`src/rtl/dm_port_arbiter.sv`:
```
// ============================================================================
// dm_port_arbiter
// ----------------------------------------------------------------------------
// Purpose:
//   Two-port round-robin arbiter and access sequencer for the 4 KB data
//   memory (dm_4k). Port 0 is the CPU load/store unit and port 1 is the
//   DMA/debug loader. A granted request moves through a three-stage pipeline:
//   ARB (grant) -> ACC (memory access) -> RSP (response pulse). One access is
//   issued per cycle with no stalls, and responses return in grant order.
//
// Ports:
//   clk, rst_n               rising-edge clock, asynchronous active-low reset
//   pN_req                   request from port N, held until granted
//   pN_we / pN_byte / pN_uns store, byte access, zero-extended byte load
//   pN_addr / pN_wdata       byte address, store data (byte stores use [7:0])
//   pN_gnt                   combinational accept strobe for this clock edge
//   pN_rvalid                one-cycle response pulse for loads and stores
//   pN_rdata                 load data, zero whenever pN_rvalid is low
//   pN_err                   misaligned word access, qualified by pN_rvalid
//   dm_sb/dm_lb/dm_lbu       memory access-type controls
//   dm_addr / dm_din / dm_wr memory address, write data, write enable
//   dm_dout                  memory read data, combinational from dm_addr
//
// Configuration:
//   DM_ARB_ALIGN_CHECK_EN  when defined, word accesses with addr[1:0] != 0
//                          are flagged: no write, load data 0, pN_err set.
//                          When undefined, word accesses have dm_addr[1:0]
//                          forced to 00 and pN_err is always 0.
// ============================================================================
module dm_port_arbiter #(
    parameter int AW = 12,
    parameter int DW = 32
) (
    input  logic          clk,
    input  logic          rst_n,

    input  logic          p0_req,
    input  logic          p0_we,
    input  logic          p0_byte,
    input  logic          p0_uns,
    input  logic [AW-1:0] p0_addr,
    input  logic [DW-1:0] p0_wdata,
    output logic          p0_gnt,
    output logic          p0_rvalid,
    output logic [DW-1:0] p0_rdata,
    output logic          p0_err,

    input  logic          p1_req,
    input  logic          p1_we,
    input  logic          p1_byte,
    input  logic          p1_uns,
    input  logic [AW-1:0] p1_addr,
    input  logic [DW-1:0] p1_wdata,
    output logic          p1_gnt,
    output logic          p1_rvalid,
    output logic [DW-1:0] p1_rdata,
    output logic          p1_err,

    output logic          dm_sb,
    output logic          dm_lb,
    output logic          dm_lbu,
    output logic [AW-1:0] dm_addr,
    output logic [DW-1:0] dm_din,
    output logic          dm_wr,
    input  logic [DW-1:0] dm_dout
);

    // Last-grant pointer: 1 means port 1 was granted most recently.
    logic          last_q, last_d;

    // ACC stage register
    logic          acc_valid_q, acc_valid_d;
    logic          acc_port_q,  acc_port_d;
    logic          acc_we_q,    acc_we_d;
    logic          acc_byte_q,  acc_byte_d;
    logic          acc_uns_q,   acc_uns_d;
    logic [AW-1:0] acc_addr_q,  acc_addr_d;
    logic [DW-1:0] acc_wdata_q, acc_wdata_d;

    // RSP stage register
    logic          rsp_valid_q, rsp_valid_d;
    logic          rsp_port_q,  rsp_port_d;
    logic          rsp_err_q,   rsp_err_d;
    logic [DW-1:0] rsp_rdata_q, rsp_rdata_d;

    logic          acc_mis;
    logic          gnt0, gnt1;

    // ------------------------------------------------------------------------
    // ARB stage. On a conflict the port that was not granted last wins.
    // Grants are gated by rst_n so nothing is accepted while held in reset.
    // ------------------------------------------------------------------------
    always_comb begin
        gnt0   = rst_n & p0_req & (~p1_req | last_q);
        gnt1   = rst_n & p1_req & (~p0_req | ~last_q);
        last_d = last_q;
        if (gnt0) begin
            last_d = 1'b0;
        end else if (gnt1) begin
            last_d = 1'b1;
        end
    end

    assign p0_gnt = gnt0;
    assign p1_gnt = gnt1;

    // Capture the winning request; payload fields hold when idle so that
    // dm_addr and dm_din keep their last values.
    always_comb begin
        acc_valid_d = gnt0 | gnt1;
        acc_port_d  = acc_port_q;
        acc_we_d    = acc_we_q;
        acc_byte_d  = acc_byte_q;
        acc_uns_d   = acc_uns_q;
        acc_addr_d  = acc_addr_q;
        acc_wdata_d = acc_wdata_q;
        if (gnt0) begin
            acc_port_d  = 1'b0;
            acc_we_d    = p0_we;
            acc_byte_d  = p0_byte;
            acc_uns_d   = p0_uns;
            acc_addr_d  = p0_addr;
            acc_wdata_d = p0_wdata;
        end else if (gnt1) begin
            acc_port_d  = 1'b1;
            acc_we_d    = p1_we;
            acc_byte_d  = p1_byte;
            acc_uns_d   = p1_uns;
            acc_addr_d  = p1_addr;
            acc_wdata_d = p1_wdata;
        end
    end

    // ------------------------------------------------------------------------
    // ACC stage: drive the memory. Misaligned words are either flagged or
    // silently realigned depending on the build option.
    // ------------------------------------------------------------------------
`ifdef DM_ARB_ALIGN_CHECK_EN
    assign acc_mis = ~acc_byte_q & (acc_addr_q[1:0] != 2'b00);
    assign dm_addr = acc_addr_q;
`else
    assign acc_mis = 1'b0;
    assign dm_addr = acc_byte_q ? acc_addr_q : {acc_addr_q[AW-1:2], 2'b00};
`endif

    assign dm_din = acc_wdata_q;
    assign dm_wr  = acc_valid_q & acc_we_q & ~acc_mis;
    assign dm_sb  = acc_valid_q & acc_byte_q & acc_we_q;
    assign dm_lb  = acc_valid_q & acc_byte_q & ~acc_we_q & ~acc_uns_q;
    assign dm_lbu = acc_valid_q & acc_byte_q & ~acc_we_q & acc_uns_q;

    // Read data is sampled at the same edge that commits a write, so a load
    // in the following ACC cycle always observes the new contents.
    always_comb begin
        rsp_valid_d = acc_valid_q;
        rsp_port_d  = acc_valid_q ? acc_port_q : rsp_port_q;
        rsp_err_d   = acc_valid_q & acc_mis;
        rsp_rdata_d = '0;
        if (acc_valid_q & ~acc_we_q & ~acc_mis) begin
            rsp_rdata_d = dm_dout;
        end
    end

    // ------------------------------------------------------------------------
    // RSP stage: steer the response pulse to the captured port only.
    // ------------------------------------------------------------------------
    assign p0_rvalid = rsp_valid_q & ~rsp_port_q;
    assign p1_rvalid = rsp_valid_q & rsp_port_q;
    assign p0_rdata  = p0_rvalid ? rsp_rdata_q : '0;
    assign p1_rdata  = p1_rvalid ? rsp_rdata_q : '0;
    assign p0_err    = p0_rvalid & rsp_err_q;
    assign p1_err    = p1_rvalid & rsp_err_q;

    // ------------------------------------------------------------------------
    // State registers. Reset discards any access in flight.
    // ------------------------------------------------------------------------
    always_ff @(posedge clk or negedge rst_n) begin
        if (!rst_n) begin
            last_q      <= 1'b1;
            acc_valid_q <= 1'b0;
            acc_port_q  <= 1'b0;
            acc_we_q    <= 1'b0;
            acc_byte_q  <= 1'b0;
            acc_uns_q   <= 1'b0;
            acc_addr_q  <= '0;
            acc_wdata_q <= '0;
            rsp_valid_q <= 1'b0;
            rsp_port_q  <= 1'b0;
            rsp_err_q   <= 1'b0;
            rsp_rdata_q <= '0;
        end else begin
            last_q      <= last_d;
            acc_valid_q <= acc_valid_d;
            acc_port_q  <= acc_port_d;
            acc_we_q    <= acc_we_d;
            acc_byte_q  <= acc_byte_d;
            acc_uns_q   <= acc_uns_d;
            acc_addr_q  <= acc_addr_d;
            acc_wdata_q <= acc_wdata_d;
            rsp_valid_q <= rsp_valid_d;
            rsp_port_q  <= rsp_port_d;
            rsp_err_q   <= rsp_err_d;
            rsp_rdata_q <= rsp_rdata_d;
        end
    end

endmodule

```
`config.mk`:
```
export PLATFORM = sky130hd
export DESIGN_NAME = dm_port_arbiter
export DESIGN_NICKNAME = d
export VERILOG_FILES = /design/src/rtl/dm_port_arbiter.sv
export SDC_FILE = /design/constraint.sdc
export NUM_CORES = 1
export LEC_CHECK = 0
export BUFFER_PORTS_ARGS = -buffer_cell sky130_fd_sc_hd__buf_4
export CAP_MARGIN = 15
export CORE_AREA = 2 2 113 115
export DETAILED_ROUTE_END_ITERATION = 7
export DIE_AREA = 0 0 115 117
export GPL_TIMING_DRIVEN = 0
export PLACE_DENSITY_LB_ADDON = 0.15
export SYNTH_ARGS = -nofsm -noshare
export SYNTH_HDL_FRONTEND = slang
export SYNTH_SLANG_ARGS = --single-unit
```
`constraint.sdc`:
```
create_clock -name clk -period 1.8 [get_ports clk]
set_clock_uncertainty 0.1 [all_clocks]
set_input_delay 0.09 -clock clk [delete_from_list [all_inputs] [get_ports clk]]
set_output_delay 0.09 -clock clk [all_outputs]
set_load 0.02 [all_outputs]
```
# --- Word-level counts from Yosys, hierarchy flattened ---
# Cells that the tools add are included.
# W data, S select, Z words.
word_totals:
  wordCells: 50
  latchBits: 0
  ff_bits: 84
  romBits: 0
  memories: 0
  ramBits: 0
  in_bits: 130
  output_inout_bits: 118
classes:
  addsub: 0
  magnitude_cmp: 0
  n_shift: 0
  div: 0
  n_mul: 0
  n_bitwise: 22
  n_eq_ne: 0
  muxes: 16
  reduce_logical: 1
ops:
  columns: ["cell", "count"]
  rows:
  - ["$mux W32", 5]
  - ["$mux W12", 2]
  - ["$and A1 B1 Y1", 13]
  - ["$mux W1", 8]
  - ["$not A1 Y1", 6]
  - ["$or A1 B1 Y1", 3]
  - ["$mux W2", 1]
  - ["$reduce_bool A2 Y1", 1]

# --- Depth between registers and ports, before layout ---
logic_depth:
  ltp_word: 5
  ltp_mapped: 5
  mapped_depth_nobuf: 3

# --- Worst setup path before layout ---
# OpenSTA, ideal clock, no wires.
synth_path:
  path_kind: "flip-flop to output port"
  from: "register acc_we_q"
  to: "output dm_lb"
  n_path_buf: 1
  arrival_time_ns: 1.189
  stages_incl_launch_ff: 5
  t_required_ns: 1.610
  slack_ns: 0.421
  path_cell_list: "dfrtp_1 and2b_1 clkbuf_1 nand2_1 nor2_1"
synth_between:
  elab_chain_cells: 3
synth_lines:
  columns: ["item", "line_no", "text"]
  rows:
  - ["start: declaration", "74", "logic acc_we_q, acc_we_d;"]
  - ["start signal: assignment", "195", "acc_we_q <= acc_we_d;"]
  - ["$not A1 Y1", "149", "assign dm_lb = acc_valid_q & acc_byte_q & ~acc_we_q & ~acc_uns_q;"]
  - ["$and A1 B1 Y1 (2 in series)", "149", null]
  - ["end: declaration", "60", "output logic dm_lb,"]
# Every way passes these cells.

# --- Worst setup path after layout ---
layout_path:
  from: "register rsp_port_q"
  to: "output p0_rdata[13]"
layout_between:
  elab_chain_cells: 3
layout_lines:
  columns: ["item", "line_no", "text"]
  rows:
  - ["start: declaration", "82", "logic rsp_port_q, rsp_port_d;"]
  - ["start signal: assignment", "201", "rsp_port_q <= rsp_port_d;"]
  - ["$not A1 Y1", "167", "assign p0_rvalid = rsp_valid_q & ~rsp_port_q;"]
  - ["$and A1 B1 Y1", "167", null]
  - ["$mux W32", "169", "assign p0_rdata = p0_rvalid ? rsp_rdata_q : '0;"]
  - ["end: declaration", "45", "output logic [DW-1:0] p0_rdata,"]
# Every way passes these cells.

==> metrics.md <==
| Metric | Value |
|---|---|
| Status | finished, violations left |
| Failing checks | negative hold slack |
| Nets | around 950 |
| Leak | ~3.8 nW |
| Sequential share of the synthesized area | 0.514 |
| Pwr dens | 764 nW/µm² |
| Initial antenna violation count | 0 |
| Cell area after layout | roughly 7700 µm² |
| Final ANT Viol Nets | 0 |
| Met3 GRT Util | 0.0546 |
| Worst setup SP type | flip-flop |
| Core area | between 10,000 and 15,000 µm² |
| R2r setup slk | roughly 0.27 ns |
| Gr usage total | 0.226 |
| Hold/Removal Path Class | in2async |
| # H-tree levels | 3 |
| Vias per Instance | 4.90 |
| Yosys Warn Count | 0 |
| R2r endpoint | dm_din[2] |
| Non-Filler Instances | around 1,000 |
| EDFF count, synth | 0 |
| Req. time, crit path | 1.61 ns |
| Hold Slack | -0.461 ns |
| Layout cells sized above 1 | 0.370 |
| Ys flop type | dfrtp_1 |
| Skew-Pair Late Insertion Delay | between 0.3 and 0.4 ns |
| Worst reg2reg path depth | 4 |
| Fmax | around 0.56 GHz |
| Vias in the first global route | roughly 4,800 |
| Final wirelength | around 16,000 µm |
| N_diodes | 0 |
| Hold buffer count at cts | ~130 |
| Die span in x | approximately 120 µm |
| Port Buffers | 245 |
| Wirelength per Cell | approximately 16 µm |
| Pins over their slew limit | 0 |
| Area grow syn2layout | 88.4% |
| Post-CTS setup buffer count | 0 |
| Final core utilization | 0.627 |
| Floorplan row count | 41 |
| Met1 Track Usage GR | 0.255 |
| Reg clk slew, reported paths | ~0.060 ns |
| Critical Path Sink Type | output port |
| Final period util | 0.991 |
| TritonRoute pass-1 iters | 5 |
| Reg2reg start | last_q |
| TritonCTS buffer count | 9 |
| Met2 usage | 0.405 |
| Die ar. | approximately 13,000 µm² |
| Slew @ Worst Pin | roughly 0.52 ns |
| DP Worst Slack | -0.475 ns |
| Largest net degree at the start of global routing | between 80 and 90 |
| Placed cell area | slightly above 6000 µm² |
| Yosys reg bits | 84 |
| Syn Inst Count | 440 |
| First-pass GRT wire length | around 24,000 µm |
| RSZ-0062 raised after global routing | true |
| Worst setup margin | between 0.015 and 0.02 ns |
| Crit Path Class | reg2out |
| Mean Syn Cell Area | a little over 9 µm² |
| Die Y | roughly 120 µm |
| Synth Cell Area | between 4000 and 5000 µm² |
| Initial Util | 0.333 |
| Max Buffers Root-to-Sink | 2 |
| CP max FO | 10 |
| Cell variety after synth | 22 |
| CTS Sinks | 84 |
| Residual DRC | 0 |
| Async SR Flop Fraction | 1.00 |
| Tmin final | around 1.8 ns |
| CTS tree | yes |
| Vias | roughly 4,800 |
| Hpwl dp | between 10,000 and 15,000 µm |
| Fin. Hold Viols | 84 |
| Maximum vdd ir drop | around 0.4 mV |
| Max-Cap Viols | 0 |
| GRT Max-Usage Layer | met2 |
| Root Buffer Master | clkbuf_16 |
| Io pins | roughly 250 |
| RePlAce Congestion | 0.788 |
| WP data arrival | about 1.6 ns |
| Post-Place Cells | between 800 and 900 |
| DR iter-0 viols | approximately 160 |
| Grt ovf | 0 |
| Setup violators final | 0 |
| Worst slew margin | 0.651 |
[sequential cells by signal, summed over array words and instances (netlist names)]
signal and cells:
acc_valid_q 1, acc_we_q 1, rsp_port_q 1, dm_din 32, acc_byte_q 1, acc_port_q 1, acc_uns_q 1, rsp_rdata_q 32
acc_addr_q 12, last_q 1, rsp_valid_q 1
[synth_stat cells (2+ instances only)]
library cell	number	area (µm²)
nor3_1	7	35.0
buf_4	17	128
and3_1	34	213
and2b_1	2	15.0
clkbuf_1	16	60.1
dfrtp_1	83	2080
nand2_1	4	15.0
and2_1	70	438
o32ai_1	7	61.3
a31oi_1	40	250
o21ai_0	42	210
buf_2	17	85.1
nor2_1	50	188
buf_6	4	45.0
nand3_1	40	200
[layout by cell type, fill, tap and decap left out, types with 2 or more instances in the layout]
cell type,synthesis,routed
bufinv_16,0,2
dlygate4sd3_1,0,126
nor2_1,50,50
buf_4,17,262
o21ai_0,42,42
clkbuf_16,0,9
nand3_1,40,40
nor3_1,7,7
dfrtp_2,0,2
o32ai_1,7,7
and2_1,70,70
and2b_2,0,2
buf_2,17,17
nand2_1,4,4
clkbuf_1,16,14
clkinv_2,0,2
a31oi_1,40,40
buf_6,4,4
dfrtp_1,83,81
and3_1,34,34
conb_1,1,2
[per-layer routing]
layer / share of wire / up-vias / routed length, µm
li1: - / 2265 / -
met4: 0.026 / 0 / 406
met1: 0.38 / 2238 / 5990
met2: 0.50 / 246 / 7860
met3: 0.086 / 36 / 1330
met5: 0 / - / 0
[logic make-up (layout without fill, tap and decap cells)]
group / after synthesis / count (layout) / synth area share
flops: 84 / 84 / 0.514
other cells: 1 / 2 / 0.000916
simple gates: 209 / 209 / 0.274
compound gates: 91 / 91 / 0.131
mux: 1 / 1 / 0.00275
buf+inv: 54 / 439 / 0.0776
[where the power goes]
part	total (mW)	switching (mW)	internal, mW
combinational	1.74	0.867	0.872
sequential	2.23	0.134	2.10
clock	1.92	0.720	1.20
[area by class of cell]
| cell class | count | area (µm²) |
|---|---|---|
| Buffer | 53 | 322 |
| Clock buffer | 10 | 229 |
| Clock inverter | 5 | 77.6 |
| Fill cell | 1028 | 4600 |
| Multi-Input combinational cell | 303 | 1680 |
| Sequential cell | 84 | 2110 |
| Tap cell | 150 | 188 |
| Timing Repair Buffer | 371 | 3110 |
[timing repair]
| action | CTS | global route |
|---|---|---|
| resized for setup | 10 | 4 |
| setup endpoints to repair | 78 | 32 |
| hold endpoints to repair | 162 | 84 |
[worst max-delay path, cell delays in order (launching register included)]
cell and delay (ns):
dfrtp_2 0.46, and2b_2 0.29, clkbuf_4 0.21, and2_1 0.16, buf_4 0.14
[how the worst max path moves through the flow]
stage	depth (start not counted)	slack, ns	end	from
2_1_floorplan	4	0.42	dm_lb	acc_we_q
3_3_place_gp	4	-0.41	dm_din[31]	rst_n
3_5_place_dp	4	-0.47	acc_addr_q[10]	rst_n
4_1_cts	4	0.002	p0_rdata[13]	rsp_port_q
5_1_grt	4	-0.03	p0_rdata[17]	rsp_port_q
6_report	4	0.02	p0_rdata[13]	rsp_port_q
[per-stage QoR]
| stage | TNS (ns) | hold slack (ns) | power (mW) |
|---|---|---|---|
| floorplan | 0 | -0.306 | 3.01 |
| global placement | -18.34 | 0.199 | 3.73 |
| detailed placement | -20.36 | 0.203 | 3.75 |
| CTS | 0 | -0.323 | 5.92 |
| global route | -0.273 | -0.383 | 6.20 |
| finish | 0 | -0.461 | 5.89 |
Note: power is estimated with default switching activity, not from simulation.
